$ cat src/rtl/seven_seg_pkg.sv
// Shared definitions for the multiplexed seven-segment driver: segment codes,
// controller state encoding and BCD width helper.
package seven_seg_pkg;

    // Active-low {a,b,c,d,e,f,g}
    localparam logic [6:0] SEG_0     = 7'b0000001;
    localparam logic [6:0] SEG_1     = 7'b1001111;
    localparam logic [6:0] SEG_2     = 7'b0010010;
    localparam logic [6:0] SEG_3     = 7'b0000110;
    localparam logic [6:0] SEG_4     = 7'b1001100;
    localparam logic [6:0] SEG_5     = 7'b0100100;
    localparam logic [6:0] SEG_6     = 7'b0100000;
    localparam logic [6:0] SEG_7     = 7'b0001111;
    localparam logic [6:0] SEG_8     = 7'b0000000;
    localparam logic [6:0] SEG_9     = 7'b0000100;
    localparam logic [6:0] SEG_DASH  = 7'b1111110;
    localparam logic [6:0] SEG_BLANK = 7'b1111111;

    typedef enum logic [1:0] {
        IDLE,
        CONV,
        COMMIT
    } scan_state_t;

    function automatic int bcd_w(input int num_digits);
        return 4 * num_digits;
    endfunction

    function automatic logic [6:0] seg_of_digit(input logic [3:0] d);
        logic [6:0] s;
        case (d)
            4'd0:    s = SEG_0;
            4'd1:    s = SEG_1;
            4'd2:    s = SEG_2;
            4'd3:    s = SEG_3;
            4'd4:    s = SEG_4;
            4'd5:    s = SEG_5;
            4'd6:    s = SEG_6;
            4'd7:    s = SEG_7;
            4'd8:    s = SEG_8;
            4'd9:    s = SEG_9;
            default: s = SEG_BLANK;
        endcase
        return s;
    endfunction

endpackage

$ cat src/rtl/bin2bcd_seq.sv
// Sequential double-dabble converter: one add-3/shift step per clock,
// DATA_W steps per conversion, done is high during the final step.
module bin2bcd_seq
    import seven_seg_pkg::*;
#(
    parameter int DATA_W     = 13,
    parameter int NUM_DIGITS = 4
) (
    input  logic                             clk,
    input  logic                             rst_n,
    input  logic                             start,
    input  logic [DATA_W-1:0]                din,
    output logic                             done,
    output logic [bcd_w(NUM_DIGITS)-1:0]     bcd
);

    localparam int BCD_W = bcd_w(NUM_DIGITS);
    localparam int CNT_W = $clog2(DATA_W);

    logic                running;
    logic [CNT_W-1:0]    cnt;
    logic [DATA_W-1:0]   bin_sr;
    logic [BCD_W-1:0]    bcd_sr;
    logic [BCD_W-1:0]    bcd_adj;

    always_comb begin
        bcd_adj = bcd_sr;
        for (int i = 0; i < NUM_DIGITS; i++) begin
            if (bcd_sr[4*i +: 4] >= 4'd5) begin
                bcd_adj[4*i +: 4] = bcd_sr[4*i +: 4] + 4'd3;
            end
        end
    end

    assign done = running && (cnt == CNT_W'(DATA_W - 1));
    assign bcd  = bcd_sr;

    always_ff @(posedge clk or negedge rst_n) begin
        if (!rst_n) begin
            running <= 1'b0;
            cnt     <= '0;
        end else if (start) begin
            running <= 1'b1;
            cnt     <= '0;
        end else if (running) begin
            cnt <= cnt + CNT_W'(1);
            if (done) begin
                running <= 1'b0;
            end
        end
    end

    // Shift registers carry data only; the control block above qualifies them.
    always_ff @(posedge clk) begin
        if (start) begin
            bin_sr <= din;
            bcd_sr <= '0;
        end else if (running) begin
            {bcd_sr, bin_sr} <= {bcd_adj[BCD_W-2:0], bin_sr, 1'b0};
        end
    end

endmodule

$ cat src/rtl/seven_seg_scan_driver.sv
// N-digit multiplexed seven-segment driver with handshake input, sequential
// BCD conversion, atomic digit commit and anode scanning. Optional macro: SSEG_SIGNED_EN.
module seven_seg_scan_driver
    import seven_seg_pkg::*;
#(
    parameter int NUM_DIGITS  = 4,
    parameter int DATA_W      = 13,
    parameter int REFRESH_DIV = 262144,
    parameter int BLANK_LZ    = 1
) (
    input  logic                  clk,
    input  logic                  rst_n,
    input  logic                  in_valid,
    output logic                  in_ready,
    input  logic [DATA_W-1:0]     in_data,
    output logic                  busy,
    output logic [NUM_DIGITS-1:0] anode,
    output logic [6:0]            seg
);

    localparam int BCD_W = bcd_w(NUM_DIGITS);
    localparam int IDX_W = (NUM_DIGITS > 1) ? $clog2(NUM_DIGITS) : 1;
    localparam int PRE_W = $clog2(REFRESH_DIV);
    localparam logic [63:0] MAX_ALL = 64'(10 ** NUM_DIGITS) - 64'd1;

    scan_state_t         state;
    scan_state_t         state_next;
    logic                armed;
    logic                accept;
    logic                conv_done;
    logic [BCD_W-1:0]    conv_bcd;

    logic [DATA_W-1:0]   in_mag;
    logic                in_ovf;
    logic                cap_ovf;

    logic [BCD_W-1:0]    disp_bcd;
    logic                disp_ovf;

    logic [PRE_W-1:0]    pre;
    logic [IDX_W-1:0]    idx;

    logic [3:0]          digits [NUM_DIGITS];
    logic [3:0]          cur;
    logic [IDX_W-1:0]    hi;
    logic [NUM_DIGITS-1:0] anode_next;
    logic [6:0]          seg_next;

`ifdef SSEG_SIGNED_EN
    localparam logic [63:0] MAX_NEG = 64'(10 ** (NUM_DIGITS - 1)) - 64'd1;

    logic                in_neg;
    logic                cap_neg;
    logic                disp_neg;
    logic                sign_here;

    // Magnitude kept DATA_W bits unsigned so the most negative value maps correctly.
    assign in_neg = in_data[DATA_W-1];
    assign in_mag = in_neg ? (~in_data + DATA_W'(1)) : in_data;
    assign in_ovf = in_neg ? (64'(in_mag) > MAX_NEG) : (64'(in_mag) > MAX_ALL);
`else
    assign in_mag = in_data;
    assign in_ovf = 64'(in_data) > MAX_ALL;
`endif

    assign in_ready = armed && (state == IDLE);
    assign busy     = (state != IDLE);
    assign accept   = in_valid && in_ready;

    bin2bcd_seq #(
        .DATA_W     (DATA_W),
        .NUM_DIGITS (NUM_DIGITS)
    ) u_bin2bcd (
        .clk   (clk),
        .rst_n (rst_n),
        .start (accept),
        .din   (in_mag),
        .done  (conv_done),
        .bcd   (conv_bcd)
    );

    always_ff @(posedge clk or negedge rst_n) begin
        if (!rst_n) begin
            state <= IDLE;
            armed <= 1'b0;
        end else begin
            state <= state_next;
            armed <= 1'b1;
        end
    end

    always_comb begin
        state_next = state;
        case (state)
            IDLE:    if (accept)    state_next = CONV;
            CONV:    if (conv_done) state_next = COMMIT;
            COMMIT:  state_next = IDLE;
            default: state_next = IDLE;
        endcase
    end

    // Flags are sampled alongside the value and held until the commit edge.
    always_ff @(posedge clk) begin
        if (accept) begin
            cap_ovf <= in_ovf;
`ifdef SSEG_SIGNED_EN
            cap_neg <= in_neg;
`endif
        end
    end

    always_ff @(posedge clk or negedge rst_n) begin
        if (!rst_n) begin
            disp_bcd <= '0;
            disp_ovf <= 1'b0;
`ifdef SSEG_SIGNED_EN
            disp_neg <= 1'b0;
`endif
        end else if (state == COMMIT) begin
            disp_bcd <= conv_bcd;
            disp_ovf <= cap_ovf;
`ifdef SSEG_SIGNED_EN
            disp_neg <= cap_neg;
`endif
        end
    end

    always_ff @(posedge clk or negedge rst_n) begin
        if (!rst_n) begin
            pre <= '0;
            idx <= '0;
        end else if (pre == PRE_W'(REFRESH_DIV - 1)) begin
            pre <= '0;
            if (idx == IDX_W'(NUM_DIGITS - 1)) begin
                idx <= '0;
            end else begin
                idx <= idx + IDX_W'(1);
            end
        end else begin
            pre <= pre + PRE_W'(1);
        end
    end

    always_comb begin
        hi = '0;
        for (int i = 0; i < NUM_DIGITS; i++) begin
            digits[i] = disp_bcd[4*i +: 4];
        end
        for (int i = 1; i < NUM_DIGITS; i++) begin
            if (disp_bcd[4*i +: 4] != 4'd0) begin
                hi = IDX_W'(i);
            end
        end
        cur = digits[idx];
        for (int i = 0; i < NUM_DIGITS; i++) begin
            anode_next[i] = (idx != IDX_W'(i));
        end
    end

`ifdef SSEG_SIGNED_EN
    assign sign_here = (BLANK_LZ != 0)
                     ? ({1'b0, idx} == ({1'b0, hi} + (IDX_W + 1)'(1)))
                     : (idx == IDX_W'(NUM_DIGITS - 1));
`endif

    // Priority: overflow dashes, then sign dash, then leading-zero blanking.
    always_comb begin
        seg_next = seg_of_digit(cur);
        if ((BLANK_LZ != 0) && (idx > hi)) begin
            seg_next = SEG_BLANK;
        end
`ifdef SSEG_SIGNED_EN
        if (disp_neg && sign_here) begin
            seg_next = SEG_DASH;
        end
`endif
        if (disp_ovf) begin
            seg_next = SEG_DASH;
        end
    end

    always_ff @(posedge clk or negedge rst_n) begin
        if (!rst_n) begin
            anode <= '1;
            seg   <= SEG_BLANK;
        end else begin
            anode <= anode_next;
            seg   <= seg_next;
        end
    end

endmodule

$ cat config.mk
export PLATFORM = sky130hd
export DESIGN_NAME = seven_seg_scan_driver
export DESIGN_NICKNAME = d
export VERILOG_FILES = /design/src/rtl/seven_seg_pkg.sv /design/src/rtl/bin2bcd_seq.sv /design/src/rtl/seven_seg_scan_driver.sv
export SDC_FILE = /design/constraint.sdc
export NUM_CORES = 1
export LEC_CHECK = 0
export CORE_AREA = 2 2 95 97
export DETAILED_ROUTE_END_ITERATION = 8
export DIE_AREA = 0 0 97 99
export GPL_ROUTABILITY_DRIVEN = 1
export PLACE_DENSITY = 0.68
export SKIP_CTS_REPAIR_TIMING = 1
export SYNTH_ARGS = -nofsm -noshare
export SYNTH_HDL_FRONTEND = slang
export SYNTH_HIERARCHICAL = 1
export SYNTH_SLANG_ARGS = --single-unit
export TNS_END_PERCENT = 5
$ cat constraint.sdc
create_clock -name clk -period 5.2 [get_ports clk]
set_input_delay 1.04 -clock clk [delete_from_list [all_inputs] [get_ports clk]]
set_output_delay 1.04 -clock clk [all_outputs]
set_load 0.01 [all_outputs]
==> impl_metrics.tcl, run 1 <==
set metrics [dict create \
    hpwl_mm 4.68 \
    whs_ns 0.477 \
    hold_path.class "flip-flop to flip-flop" \
    final_util_pct 56.0 \
    crit_slowest_cell "clkdlybuf4s50_1" \
    synth-seq-area-share_pct 50.2 \
    timing.final.ws_setup_ns 2.43 \
    slowest_delay_ns 0.55 \
    row_count 34 \
    grt_max_degree 56 \
    antenna_found_initial 0 \
    outcome "finished, final reports clean" \
    cts_tree "yes" \
    track_usage_pct 15.5 \
    cp.arrival_ns 1.73 \
    required_ns 4.16 \
    synth.distinct_cells 57 \
    place_ws_ns 2.40 \
    synth_ff_type "dfrtp_1" \
    finalSetupViolations 0 \
    layout_common_cells "dfrtp_1, mux2_2, inv_1" \
    synthCells 363 \
    final_common_cell "dfrtp_1" \
    total_power_mw 2.63 \
    grt_overflow 0 \
    cp-end-kind "output port" \
    die_h_um 99 \
    async_flop_share_pct 65.5 \
    drv_cap 0 \
    postRouteWirelength_mm 6.85 \
    initial_core_util_pct 48.9 \
    startpoint_type "flip-flop" \
    clock.fmax_mhz 361 \
    fillers 736 \
    final.period_utilization_pct 53.3 \
    cp.buffers_inverters 1 \
    pin_count 29 \
    yosys-top-cells-area "dfrtp_1, edfxtp_1, mux2_2" \
    path_max_fanout 4 \
    vias 2707 \
    antenna_cells 0 \
    path_delay_family "buffers and inverters" \
    drc_errors 0 \
    path_cells "or2_2 > nor2_1 > clkdlybuf4s50_1" \
    drive_above_1_share_pct 20.9 \
    ys_warn_count 6 \
    die_w_um 97 \
    path_clk_slew_ns 0.08 \
    cts_made_buffers 9 \
    insertion_delay_ns 0.35 \
    yosys.area.top_type_share_pct 26.3 \
    place.port_buffers 28 \
    power.density_mw_per_mm2 550 \
    cts_max_level 3 \
    final_antenna_net_count 0 \
    clockRootBuffer "clkbuf_8" \
    avgViaCountPerCell 5.35 \
    fin_skew_ns 0.0118 \
    die_area_sq_mm 0.00960 \
    place.gp.congestion 0.787 \
    synth_edf_count 13 \
    area_delta_synth_final_pct 14.4 \
    min_period_ns 2.77 \
    ir_worst_vdd_mv 0.295 \
    first_pass_iters 4 \
    clk_path_buf_depth 2 \
    finalMaxSlewViolations 0 \
    drtIter0Drc 76 \
    syn_area_sq_mm 0.00418 \
    cts.sinks 84 \
    fin_setup_tns_ns 0 \
    rsz0062_at_grt "no" \
    worst_slew_pin_slew_ns 0.659 \
    crit_type "flip-flop to output port" \
    fin_nets 432 \
    synth_fp_nets 402 \
    synth.avg_cell_area_sq_um 11.5 \
    synth_seq_cells 84 \
    slew_headroom_pct 56.0 \
    grt_pass1_vias 2625 \
    coreArea_sq_mm 0.00855 \
    wire_per_inst_um 13.5 \
    p_leak_nw 2.04 \
    grt_pass1_wl_mm 12.2 \
    hold_viol 0 \
    synth_top_area_cell "dfrtp_1" \
]
-- final cells by class --
type / count / area (sq um) / area share [%]
Sequential cell: 84 / 2100 / 43.9
Multi-Input combinational cell: 237 / 1900 / 39.7
Timing Repair Buffer: 32 / 305 / 6.38
Clock buffer: 12 / 165 / 3.45
Tap cell: 108 / 135 / 2.82
Inverter: 29 / 109 / 2.27
Clock inverter: 4 / 70.1 / 1.46
-- metrics by stage --
stage	cell area [sq um]	cells
after global routing	4790	506
final	4790	506
after global placement	4550	490
after floorplan	4180	363
after CTS	4790	506
after detailed placement	4550	490
-- where the power goes --
| part | internal, mW | switching [mW] | leakage (nW) | total, mW |
|---|---|---|---|---|
| Sequential | 0.933 | 0.169 | 0.959 | 1.10 |
| Clock | 0.308 | 0.226 | 0.122 | 0.534 |
| Combinational | 0.488 | 0.508 | 0.961 | 0.996 |
-- path summary, 6_finish.rpt --
check,startpoint,end,slack [ns],depth (start not counted)
setup / recovery,state[0],in_ready,2.43,3
hold / removal,u_bin2bcd/bcd[15],u_bin2bcd/bcd[15],0.48,2
setup reg to reg,disp_bcd[12],seg[3],3.02,7
hold reg to reg,u_bin2bcd/bcd[15],u_bin2bcd/bcd[15],0.48,2
max in group asynchronous,rst_n,disp_bcd[14],3.95,2
min in group asynchronous,rst_n,pre[10],0.79,2
-- worst reg2reg max path, cell delays in order (launching register included) --
cell and delay, ns:
dfrtp_1 0.40, or4_1 0.55, nor2_1 0.13, ha_1 0.24, nor2b_1 0.13, o21ai_0 0.32, and2_2 0.26, o21ai_0 0.09
-- cells in the mapped netlist, types with 2 or more instances --
library cell   n
a21bo_2        2
a21oi_1       12
a311oi_2       2
and3_1         3
and4_1         6
buf_2          7
buf_6          2
clkbuf_1       2
dfrtp_1       44
dfstp_2       11
dfxtp_1       16
edfxtp_1      13
ha_1          23
inv_1         29
mux2_2        30
mux2i_1        5
mux4_2         3
nand2_1       16
nand2b_1       2
nand3_1       14
nand4_1        6
nand4b_1       4
nor2_1        26
nor2b_1        4
nor3_1         2
nor3b_1        2
o21ai_0       13
o21ai_1        3
o21ai_2        5
o22a_1         2
o22ai_1        2
o311ai_0       4
o32ai_1        2
or2_2          2
or3_1          2
or4_1          3
or4b_1         3
xnor2_1        8
xor2_1        10
-- registers in the layout, indices dropped and copies added, names as in the netlist --
register           cells
anode                  4
armed                  1
disp_bcd              16
idx                    2
pre                   18
seg                    7
state                  2
u_bin2bcd/bcd         16
u_bin2bcd/bin_sr      13
u_bin2bcd/cnt          4
u_bin2bcd/running      1
-- cells by family (layout without fill, tap and decap cells) --
logic type | Yosys count | after routing | synth area share, %
buffers and inverters | 42 | 77 | 4.43
adders and majority gates | 23 | 23 | 6.88
xor gates and xnor gates | 18 | 18 | 3.77
AOI/OAI and AO/OA | 52 | 52 | 8.61
muxes | 39 | 39 | 11.5
DFF | 84 | 84 | 50.2
other | 1 | 1 | 0.0896
and+or+nand+nor | 104 | 104 | 14.5
-- per-layer routing --
layer / share of wire (%) / GRT usage (%) / routed length [um]
met5: 0 / 0 / 0
met4: 1.4 / 5.85 / 99
met3: 3.1 / 4.11 / 212
met2: 46 / 24.5 / 3180
met1: 49 / 20.7 / 3350
(Power assumes the default switching activity.)
==> run 2: changes to the inputs <==
==> constraint.sdc (replaced) <==
create_clock -name clk -period 2.57 [get_ports clk]
set_input_delay 0.514 -clock clk [delete_from_list [all_inputs] [get_ports clk]]
set_output_delay 0.514 -clock clk [all_outputs]
set_load 0.01 [all_outputs]
==> run 2 against run 1 <==
  * Utilization is 0.18 points higher
  * Sequential power is 100% higher
  * Clock skew is 0.0045 ns lower
  * Critical path depth stayed put
  * Global-route usage is 0.42 points lower
  * Count of clock-buffer cells in the layout is 3 lower
  * Largest power group unchanged
  * Via count is 0.15% higher
  * Worst setup slack worse by 2.1 ns
  * Critical path type unchanged
  * Non-clock buffer count is 3 higher
  * First-iteration DRC count is 30% higher
  * Flip-flop and latch count stayed put
  * Cell count is 0.59% higher
==> impl_metrics.tcl, run 2 (synthesized netlist as in run 1, its figures left out) <==
set metrics [dict create \
    dp.cells 493 \
    required_ns 2.06 \
    clockRootBuffer "clkbuf_8" \
    first_pass_iters 4 \
    antenna_cells 0 \
    hold_viol 0 \
    dpl-instance-area_sq_mm 0.00459 \
    min_period_ns 2.26 \
    clk_path_buf_depth 2 \
    drive_above_1_share_pct 21.2 \
    vias 2711 \
    postRouteWirelength_mm 6.92 \
    fin_nets 435 \
    insertion_delay_ns 0.35 \
    slew_headroom_pct 49.8 \
    stdcell_area_sq_mm 0.00480 \
    drc_errors 0 \
    grt_pass1_vias 2517 \
    cts.sinks 84 \
    layout_common_cells "dfrtp_1, mux2_2, inv_1" \
    final.period_utilization_pct 87.9 \
    die_area_sq_mm 0.00960 \
    initial_core_util_pct 48.9 \
    multi_input_area_sq_mm 0.00190 \
    pin_count 29 \
    regMostFlops "pre" \
    grt_max_degree 44 \
    die_h_um 99 \
    antenna_found_initial 0 \
    p_leak_nw 2.05 \
    fin_skew_ns 0.00735 \
    reg2reg_from "disp_bcd[12]" \
    clock.fmax_mhz 443 \
    cts_tree "yes" \
    row_count 34 \
    ir_worst_vdd_mv 0.421 \
    path_max_fanout 4 \
    rsz0062_at_grt "no" \
    cts_made_buffers 9 \
    track_usage_pct 15.1 \
    finalMaxSlewViolations 0 \
    rrSetupSlack_ns 0.47 \
    path_clk_slew_ns 0.09 \
    drtIter0Drc 99 \
    crit_type "flip-flop to output port" \
    die_w_um 97 \
    fin_setup_tns_ns 0 \
    r2r-end "seg[6]" \
    area_delta_synth_final_pct 14.7 \
    fillers 735 \
    ff2ff_path_depth 7 \
    outcome "finished, final reports clean" \
    avgViaCountPerCell 5.33 \
    startpoint_type "flip-flop" \
    wire_per_inst_um 13.6 \
    final_common_cell "dfrtp_1" \
    hold_path.class "primary input to asynchronous set/reset pin" \
    grt_pass1_wl_mm 11.8 \
    place.gp.congestion 0.814 \
    worst_slew_pin_slew_ns 0.753 \
    cp.arrival_ns 1.74 \
    power.density_mw_per_mm2 1090 \
    place.port_buffers 28 \
    largest_register_ffs 18 \
    final_cell_count_no_fill 509 \
    cp-end-kind "output port" \
    coreArea_sq_mm 0.00855 \
    finalSetupViolations 0 \
    drv_cap 0 \
    seqCellArea_sq_mm 0.00210 \
    grt_overflow 0 \
    final_antenna_net_count 0 \
    cts_max_level 3 \
    hpwl_mm 4.79 \
]
-- run 2: changes by cell type in the layout (fill, tap and decap cells not counted) --
cell,before,now
clkinv_4,0,2
buf_4,4,6
clkinv_1,0,1
buf_12,0,1
clkbuf_8,12,9
-- run 2: worst max-delay path: stages, from the launching register on --
cell and delay, ns:
dfrtp_1 0.42, or2_2 0.34, nor2_1 0.10, clkdlybuf4s50_1 0.54
-- run 2: cell type report --
class,count,share of cell area [%]
clock buffer,9,2.58
tap,108,2.81
inverter,29,2.27
sequential,84,43.8
clock inverter,7,1.90
timing repair buffer,35,7.09
multi-input combinational,237,39.6
-- run 2: worst max path at each step --
stage,startpoint,endpoint,cells past startpoint
after floorplan,disp_bcd[12],seg[3],7
after global placement,disp_bcd[12],seg[6],7
after detailed placement,in_valid,u_bin2bcd/bin_sr[8],5
after CTS,state[0],in_ready,3
after global routing,state[0],in_ready,3
final,state[0],in_ready,3
-- run 2: layer usage --
layer | share of wire [%] | wire, um | global-route usage [%] | vias up
li1 | - | - | - | 1354
met1 | 48 | 3350 | 19.4 | 1310
met2 | 47 | 3240 | 24.4 | 39
met3 | 3.5 | 245 | 4.96 | 8
met4 | 1.2 | 85 | 4.66 | 0
met5 | 0 | 0 | 0 | -
-- run 2: power by group --
part / total (mW) / internal [mW] / switching (mW)
Sequential: 2.25 / 1.88 / 0.369
Combinational: 1.99 / 1.01 / 0.973
Clock: 1.01 / 0.544 / 0.470
-- run 2: stage by stage --
stage	hold WS, ns	total power [mW]	setup WS (ns)	util [%]
floorplan	0.218	3.74	0.594	-
global placement	0.449	4.21	0.478	53.6
detailed placement	0.461	4.28	0.461	53.6
CTS	0.249	5.31	0.295	56.1
global route	0.282	5.69	0.203	56.1
finish	0.219	5.25	0.312	56.1
==> run 3: changes to the inputs <==
--- a/config.mk
+++ b/config.mk
@@ -8,7 +8,7 @@
 export CORE_AREA = 2 2 95 97
 export DETAILED_ROUTE_END_ITERATION = 8
 export DIE_AREA = 0 0 97 99
-export GPL_ROUTABILITY_DRIVEN = 1
+export GPL_ROUTABILITY_DRIVEN = 0
 export PLACE_DENSITY = 0.68
 export SKIP_CTS_REPAIR_TIMING = 1
 export SYNTH_ARGS = -nofsm -noshare
==> results of run 3 <==
The final DEF is identical to that of run 2; final timing and power are the same.
